`src/rtl/muldiv_arbiter.sv`:
```
// Round-robin arbiter sharing one multi-cycle signed multiplier/divider between NREQ clients.
// Optional BUSY watchdog enabled by defining MULDIV_ARB_TIMEOUT_EN.
module muldiv_arbiter #(
    parameter int NREQ           = 4,
    parameter int START_CYCLES   = 1,
    parameter int TIMEOUT_CYCLES = 1023
) (
    input  logic                 clock,
    input  logic                 reset,
    input  logic [NREQ-1:0]      req_valid,
    input  logic [NREQ*32-1:0]   req_opa,
    input  logic [NREQ*64-1:0]   req_opb,
    input  logic [NREQ-1:0]      req_muordi,
    output logic [NREQ-1:0]      req_ready,
    output logic [NREQ-1:0]      rsp_valid,
    output logic [63:0]          rsp_result,
    output logic                 rsp_error,
    output logic                 busy,
    output logic [2:0]           owner,
    output logic                 mul_start,
    output logic [31:0]          mul_opera1,
    output logic [63:0]          mul_opera2,
    output logic                 mul_muordi,
    input  logic [63:0]          mul_result,
    input  logic                 mul_valid
);

    typedef enum logic [1:0] {IDLE, LAUNCH, BUSY, RESP} state_t;

    state_t             state, state_d;
    logic [1:0]         start_cnt, start_cnt_d;
    logic               valid_q;
    logic [2:0]         rr_ptr;
    logic               grant_vld;
    logic [2:0]         grant_idx;
    logic [NREQ-1:0]    grant_hot;
    logic [NREQ-1:0]    owner_hot;
    logic [31:0]        sel_opa;
    logic [63:0]        sel_opb;
    logic               sel_md;
    logic               done;
    logic               timeout;

    if (NREQ < 2 || NREQ > 8) begin : g_bad_nreq
        $error("muldiv_arbiter: NREQ must be 2..8");
    end
    if (START_CYCLES < 1 || START_CYCLES > 4) begin : g_bad_start
        $error("muldiv_arbiter: START_CYCLES must be 1..4");
    end
    if (TIMEOUT_CYCLES < 1 || TIMEOUT_CYCLES > 1023) begin : g_bad_timeout
        $error("muldiv_arbiter: TIMEOUT_CYCLES must be 1..1023");
    end

    // Two-pass search: first the requesters above rr_ptr, then wrap around to 0..rr_ptr.
    always_comb begin
        grant_vld = 1'b0;
        grant_idx = '0;
        grant_hot = '0;
        sel_opa   = '0;
        sel_opb   = '0;
        sel_md    = 1'b0;
        for (int i = 0; i < NREQ; i++) begin
            if (!grant_vld && req_valid[i] && (i > int'(rr_ptr))) begin
                grant_vld = 1'b1;
                grant_idx = 3'(i);
            end
        end
        for (int i = 0; i < NREQ; i++) begin
            if (!grant_vld && req_valid[i] && (i <= int'(rr_ptr))) begin
                grant_vld = 1'b1;
                grant_idx = 3'(i);
            end
        end
        for (int i = 0; i < NREQ; i++) begin
            if (grant_idx == 3'(i)) begin
                grant_hot[i] = grant_vld;
                sel_opa      = req_opa[32*i +: 32];
                sel_opb      = req_opb[64*i +: 64];
                sel_md       = req_muordi[i];
            end
        end
    end

    always_comb begin
        owner_hot = '0;
        for (int i = 0; i < NREQ; i++) begin
            owner_hot[i] = (owner == 3'(i));
        end
    end

    // Only a fresh 0->1 of mul_valid completes; a level left high from an earlier op is ignored.
    assign done = (state == BUSY) && mul_valid && !valid_q;

`ifdef MULDIV_ARB_TIMEOUT_EN
    logic [9:0] to_cnt;

    assign timeout = (state == BUSY) && (to_cnt == 10'(TIMEOUT_CYCLES - 1));

    always_ff @(posedge clock or negedge reset) begin
        if (!reset) begin
            to_cnt <= '0;
        end else if (state != BUSY) begin
            to_cnt <= '0;
        end else if (!timeout) begin
            to_cnt <= to_cnt + 10'd1;
        end
    end
`else
    assign timeout = 1'b0;
`endif

    always_comb begin
        state_d     = state;
        start_cnt_d = start_cnt;
        case (state)
            IDLE: begin
                if (grant_vld) begin
                    state_d     = LAUNCH;
                    start_cnt_d = '0;
                end
            end
            LAUNCH: begin
                if (start_cnt == 2'(START_CYCLES - 1)) begin
                    state_d = BUSY;
                end else begin
                    start_cnt_d = start_cnt + 2'd1;
                end
            end
            BUSY: begin
                if (done || timeout) begin
                    state_d = RESP;
                end
            end
            RESP: begin
                state_d = IDLE;
            end
            default: begin
                state_d = IDLE;
            end
        endcase
    end

    always_ff @(posedge clock or negedge reset) begin
        if (!reset) begin
            state     <= IDLE;
            start_cnt <= '0;
            valid_q   <= 1'b0;
        end else begin
            state     <= state_d;
            start_cnt <= start_cnt_d;
            valid_q   <= mul_valid;
        end
    end

    // Outputs are registered from the next state so they are glitch-free and clear with reset.
    always_ff @(posedge clock or negedge reset) begin
        if (!reset) begin
            req_ready  <= '0;
            rsp_valid  <= '0;
            rsp_result <= '0;
            rsp_error  <= 1'b0;
            busy       <= 1'b0;
            owner      <= '0;
            rr_ptr     <= 3'(NREQ - 1);
            mul_start  <= 1'b0;
            mul_opera1 <= '0;
            mul_opera2 <= '0;
            mul_muordi <= 1'b0;
        end else begin
            req_ready <= (state == IDLE) ? grant_hot : '0;
            rsp_valid <= ((state == BUSY) && (state_d == RESP)) ? owner_hot : '0;
            busy      <= (state_d != IDLE);
            mul_start <= (state_d == LAUNCH);
            if ((state == IDLE) && grant_vld) begin
                owner      <= grant_idx;
                rr_ptr     <= grant_idx;
                mul_opera1 <= sel_opa;
                mul_opera2 <= sel_opb;
                mul_muordi <= sel_md;
            end
            if (done) begin
                rsp_result <= mul_result;
                rsp_error  <= 1'b0;
            end else if (timeout) begin
                rsp_result <= '0;
                rsp_error  <= 1'b1;
            end
        end
    end

endmodule
```
`config.mk`:
```
export PLATFORM = sky130hd
export DESIGN_NAME = muldiv_arbiter
export DESIGN_NICKNAME = d
export VERILOG_FILES = /design/src/rtl/muldiv_arbiter.sv
export SDC_FILE = /design/constraint.sdc
export NUM_CORES = 1
export LEC_CHECK = 0
export BUFFER_PORTS_ARGS = -buffer_cell sky130_fd_sc_hd__buf_2
export CORE_AREA = 2 2 244 246
export CTS_BUF_LIST = sky130_fd_sc_hd__clkbuf_4 sky130_fd_sc_hd__clkbuf_8
export DETAILED_ROUTE_END_ITERATION = 16
export DIE_AREA = 0 0 246 248
export GPL_ROUTABILITY_DRIVEN = 0
export SLEW_MARGIN = 20
export SYNTH_ARGS = -nofsm -noshare
export SYNTH_HDL_FRONTEND = slang
export SYNTH_SLANG_ARGS = --single-unit
```
`constraint.sdc`:
```
create_clock -name clock -period 4.65 [get_ports clock]
set_input_delay 0.2325 -clock clock [delete_from_list [all_inputs] [get_ports clock]]
set_output_delay 0.2325 -clock clock [all_outputs]
set_load 0.02 [all_outputs]
```
* After elaboration in Yosys (flattened, before gate mapping) *
Cells that the tools add are included.

storage, ports and cells
  output and inout bits = 175
  bits of input ports = 459
  word-level logic and storage cells = 102
  register bits = 182

operators by class
  reduce and logical (&&, ||, !) cells = 30
  magnitude comparators = 6
  muxes and demuxes = 39
  equal/unequal tests = 13
  add/sub/neg operators = 1

operators with widths
  operator               count
  $mux W64               4
  $mux W32               4
  $mux W2                9
  $logic_and A1 B1 Y1    16
  $mux W1                16
  $eq A3 B2 Y1 const B   4
  $mux W4                2
  $pmux W2 S4            1
  $logic_not A1 Y1       7
  $eq A2 B2 Y1 const B   3
  $eq A3 B1 Y1 const B   2
  $gt A2 B3 Y1 const A   2
  $le A2 B3 Y1 const A   2
  $logic_not A3 Y1       2
  $mux W3                2
  $eq A2 B1 Y1 const B   2
  $logic_not A2 Y1       2
  $ne A2 B2 Y1 const B   2
  $pmux W2 S2            1
  $reduce_bool A2 Y1     2
  $gt A1 B3 Y1 const A   1
  $le A1 B3 Y1 const A   1
  $reduce_and A3 Y1      1
  $add A2 B1 Y2 const B  1

* Logic depth before layout (Yosys ltp) *
  word-level depth = 31
  mapped depth = 8
  depth with buffers taken out = 5

* Worst setup path after synthesis *
Ideal clock, no wire load.

  path kind = reg-to-reg
  start = reg state[0]
  end = reg rsp_result[57]
  data required time = 4525 ps
  buffers on the path = 3
  arrival = 1873 ps
  setup time = 125 ps
  stages on the path, launching flop included = 6
  setup slack = 2652 ps
  clock period less this slack = 1998 ps
  cells stage by stage = dfrtp_1 -> clkbuf_1 -> nor4b_2 -> clkbuf_1 -> buf_2 -> mux2_2

on the way
  cells in the longest elaborated chain, start to end = 3

ends and longest elaborated chain
  item                               RTL line  text
  start, declared                    30        state_t state, state_d;
  start signal, assigned             149       state <= state_d;
  $eq A2 B2 Y1                       92        assign done = (state == BUSY) && mul_valid && !valid_q;
  $logic_and A1 B1 Y1 (2 in series)  92
  end signal, assigned               182       rsp_result <= mul_result;
  end, declared                      16        output logic [63:0] rsp_result,

Every way passes these cells.
A chain may end at the register's enable or synchronous reset.

* Worst setup path after layout *
  start = reg rr_ptr[1]
  end = reg mul_opera2[59]

on the way
  cells in the longest elaborated chain, start to end = 31
  elaborated cells on any way between the ends = 47
  those cells by class = 6 x order compare; 3 x eq/ne; 18 x mux; 20 x reduce/logical

ends and longest elaborated chain
  item                               RTL line  text
  start, declared                    33        logic [2:0] rr_ptr;
  start signal, assigned             164       rr_ptr <= 3'(NREQ - 1);
  start signal, assigned             176       rr_ptr <= grant_idx;
  $gt A1 B3 Y1                       63        if (!grant_vld && req_valid[i] && (i > int'(rr_ptr))) begin
  $logic_and A1 B1 Y1                63
  $mux W1                            63
  $logic_not A1 Y1                   63
  $logic_and A1 B1 Y1 (2 in series)  63
  $mux W1                            63
  $logic_not A1 Y1                   63
  $logic_and A1 B1 Y1 (2 in series)  63
  [... 8 more ...]                   n/a
  $logic_not A1 Y1                   69        if (!grant_vld && req_valid[i] && (i <= int'(rr_ptr))) begin
  $logic_and A1 B1 Y1 (2 in series)  69
  $mux W1                            69
  $logic_not A1 Y1                   69
  $logic_and A1 B1 Y1 (2 in series)  69
  $mux W3                            69
  $logic_not A3 Y1                   75        if (grant_idx == 3'(i)) begin
  $mux W64 (4 in series)             75
  end signal, assigned               178       mul_opera2 <= sel_opb;
  end, declared                      22        output logic [63:0] mul_opera2,

Several ways; a longest one is shown, not always the timed one.

==> metrics.txt <==
critical path fanouts, max 70; FP Rows 89; Combinational Power Share 61.9%; Chip Height 248 um; Min Hold Slack 0.104 ns; Rel. slew slack 26.4%; Synth Warn # 0; TritonCTS clock tree built; Area contributors post-synth dfrtp_1 48%, mux2_2 7.8%, a221oi_1 6.6%; Detailed Routing Iterations Pass 1 5; register area share after synthesis 49.0%; Tcrit/Tclk final 82.1%; CP arrival 4.25 ns; fillers 6026; cells after synthesis 939; share of layout cells above drive strength 1 42.3%; Core Area 58500 um2; Clock power frac 11.8%; Die Area 61000 um2; largest area contributor in the netlist dfrtp_1; reg-to-reg endpoint mul_opera2[59]; Finished Core Util 28.8%; TritonCTS Buffers 17; Design Power 10.8 mW; worst ir drop on vdd 0.278 mV; Post-synth EDFFs 0; switching share of power 45.5%; DRC viols 0; Int Pwr 5.90 mW; DR iter-0 viols 640; most used cell, CP dlygate4sd3_1; Seq cells post-synth 180; PD cells 644 nW/um2; CP Cell Sequence or2_2, o311a_1, buf_4, nor2b_4, buf_12, a221oi_1, dlygate4sd3_1, a21oi_1, dlygate4sd3_1; Crit. Startpoint rr_ptr[1]; Port-buffer cells 631; clock root buffer clkbuf_8; setup skew after layout 0.0147 ns; pins over their slew limit 0; final layout net count 2284; worst-margin pin slew 1.10 ns; Die W 246 um; endpoints failing setup 0; status completed; FF/Latch Area 4510 um2; GRT Util Overall 14.7%; largest net degree at the start of global routing 107; area occupied by multi-input gates 4330 um2; top-area cell type share of the netlist area 48.4%; WP depth 9; initial antenna violation count 8; gr ovfl total 0; Starting Density 15.7%; WL per Instance 18.1 um; top_reg_cell synth dfrtp_1; post-route ant nets 0; Async SR Flop Fraction 100%; Sequential Power Share 26.3%; Syn Std Cell Area 9200 um2; first-pass GRT wire length 67200 um; Final Instance Area 16800 um2; CP delay by family, top buffers and inverters; placed cell areas 13200 um2; CTS max path bufs 2; crit path to mul_opera2[59]; # Max-Cap Violations 0; crit path buf inv count 4; clock tree sinks 180; R2R depth 9; endpoint type of the worst setup path flip-flop; Min Clock Period, post-route 3.82 ns; io pins 634; Yosys cell types 43; RSZ-0062 raised after global routing no; FMAX 262 MHz; reg-to-reg slack, setup 0.83 ns; Worst setup SP type flip-flop; Clock transition at path regs 0.12 ns; Crit-path slowest cell dfstp_2; CP Class flip-flop to flip-flop; syn avg cell area 9.80 um2; clk_lat worst skew 0.56 ns; min-delay worst type input pin to flip-flop; vias in the first global route 11900; reg2reg start rr_ptr[1]; Via-to-Cell Ratio 4.55; slowest stage delay, CP 0.70 ns; Final TNS setup 0 ns; P_sw 4.93 mW; Area Overhead vs Synth 82.9%; leak pwr 7.60 nW; CP required 5.08 ns; number of gates resized after CTS 0; H-tree depth 4; WL final 47300 um; Detailed Place HPWL 31100 um; Vias 11900; Hold Fails Final Rpt 0
layout make-up:
cell class,count,share of cell area [%]
inverters,4,0.0893
repair buffers,966,38.8
well taps,773,5.75
clock buffers,17,1.39
diodes,3,0.0446
multi-input cells,655,25.8
clock inverters,15,1.35
flip-flops and latches,180,26.8
kinds of logic (layout without fill, tap and decap cells):
family / count (synthesis) / in the layout / share of synthesized area, %
other: 1 / 5 / 0.0408
AND/OR/NAND/NOR: 251 / 251 / 11.6
buffers and inverters: 105 / 1002 / 4.69
AO/OA/AOI/OAI: 336 / 336 / 26.6
flip-flops: 180 / 180 / 49.0
multiplexers: 65 / 65 / 7.94
adder cells (fa/ha/maj): 1 / 1 / 0.136
tightest hold or removal path: stages:
cell and delay (ns):
buf_2 0.08, o221ai_1 0.14, a21oi_1 0.15
state kept, by name, indices dropped and copies added (netlist names):
name,count
start_cnt,2
mul_opera1,32
rsp_result,64
state,2
rsp_valid,4
mul_muordi,1
mul_start,1
valid_q,1
req_ready,4
rr_ptr,2
mul_opera2,64
owner,2
busy,1
metrics by stage:
| stage | setup WS, ns | std cells |
|---|---|---|
| floorplan | 2.65 | 940 |
| global placement | 1.72 | 2258 |
| detailed placement | 1.63 | 2258 |
| CTS | 0.937 | 2610 |
| global route | 0.701 | 2613 |
| finish | 0.834 | 2613 |
how the worst min path moves through the flow:
| stage | startpoint | endpoint | slack [ns] | cells after the start |
|---|---|---|---|---|
| floorplan | reset | busy | -0.06 | 0 |
| global route | req_opb[186] | mul_opera2[58] | 0.04 | 3 |
| global placement | mul_valid | valid_q | 0.36 | 1 |
| CTS | req_opa[31] | mul_opera1[31] | 0.0002 | 5 |
| detailed placement | mul_valid | valid_q | 0.36 | 1 |
| finish | req_opa[65] | mul_opera1[1] | 0.10 | 3 |
repair_timing:
action                                 in CTS  in global routing
endpoints found under the hold margin     265                  0
hold buffers                              320                  0
setup buffers                               0                  0
layer usage:
layer	vias to the layer above	global-route usage [%]	share of wire, %	wire [um]
met4	6	8.34	4.0	1910
met2	697	24.8	49	23300
met3	116	3.74	7.6	3570
met5	-	0	0.078	37
met1	5752	16.8	39	18500
li1	5318	-	-	-
synth_stat cells, types with 7 or more instances:
cell type	number
o21ai_0	11
a21oi_1	102
dfrtp_1	178
o2bb2ai_1	28
buf_1	7
a31oi_1	28
nand2_1	64
nor3_1	31
nor2_1	131
o221ai_1	69
clkbuf_1	83
o21ai_2	20
a221oi_1	69
mux2_2	64
power by group through the flow:
stage | Sequential, mW | Combinational [mW] | Clock (mW)
after floorplan | 3.66 | 2.37 | 0
after global placement | 2.84 | 5.07 | 0
after detailed placement | 2.86 | 5.17 | 0
after CTS | 2.83 | 6.60 | 1.38
after global routing | 2.94 | 7.18 | 1.42
final | 2.85 | 6.70 | 1.28
placed cells by master, fill, tap and decap left out, drive strengths merged, types with 2 or more instances in the layout:
cell type      n
a21oi        102
a221oi        69
a31oi         28
and2           3
buf          645
bufinv         2
clkbuf        18
clkinv         6
conb           2
dfrtp        178
dfstp          2
diode          3
dlygate4sd3  320
inv           11
mux2          64
nand2         64
nand2b         3
nand3b         3
nor2         131
nor2b          3
nor3          31
nor3b          3
o21a           2
o21ai         32
o221ai        69
o2bb2ai       28
o311a          2
or3b           2
or4            2
No activity file was read; power rests on OpenSTA's default activity.
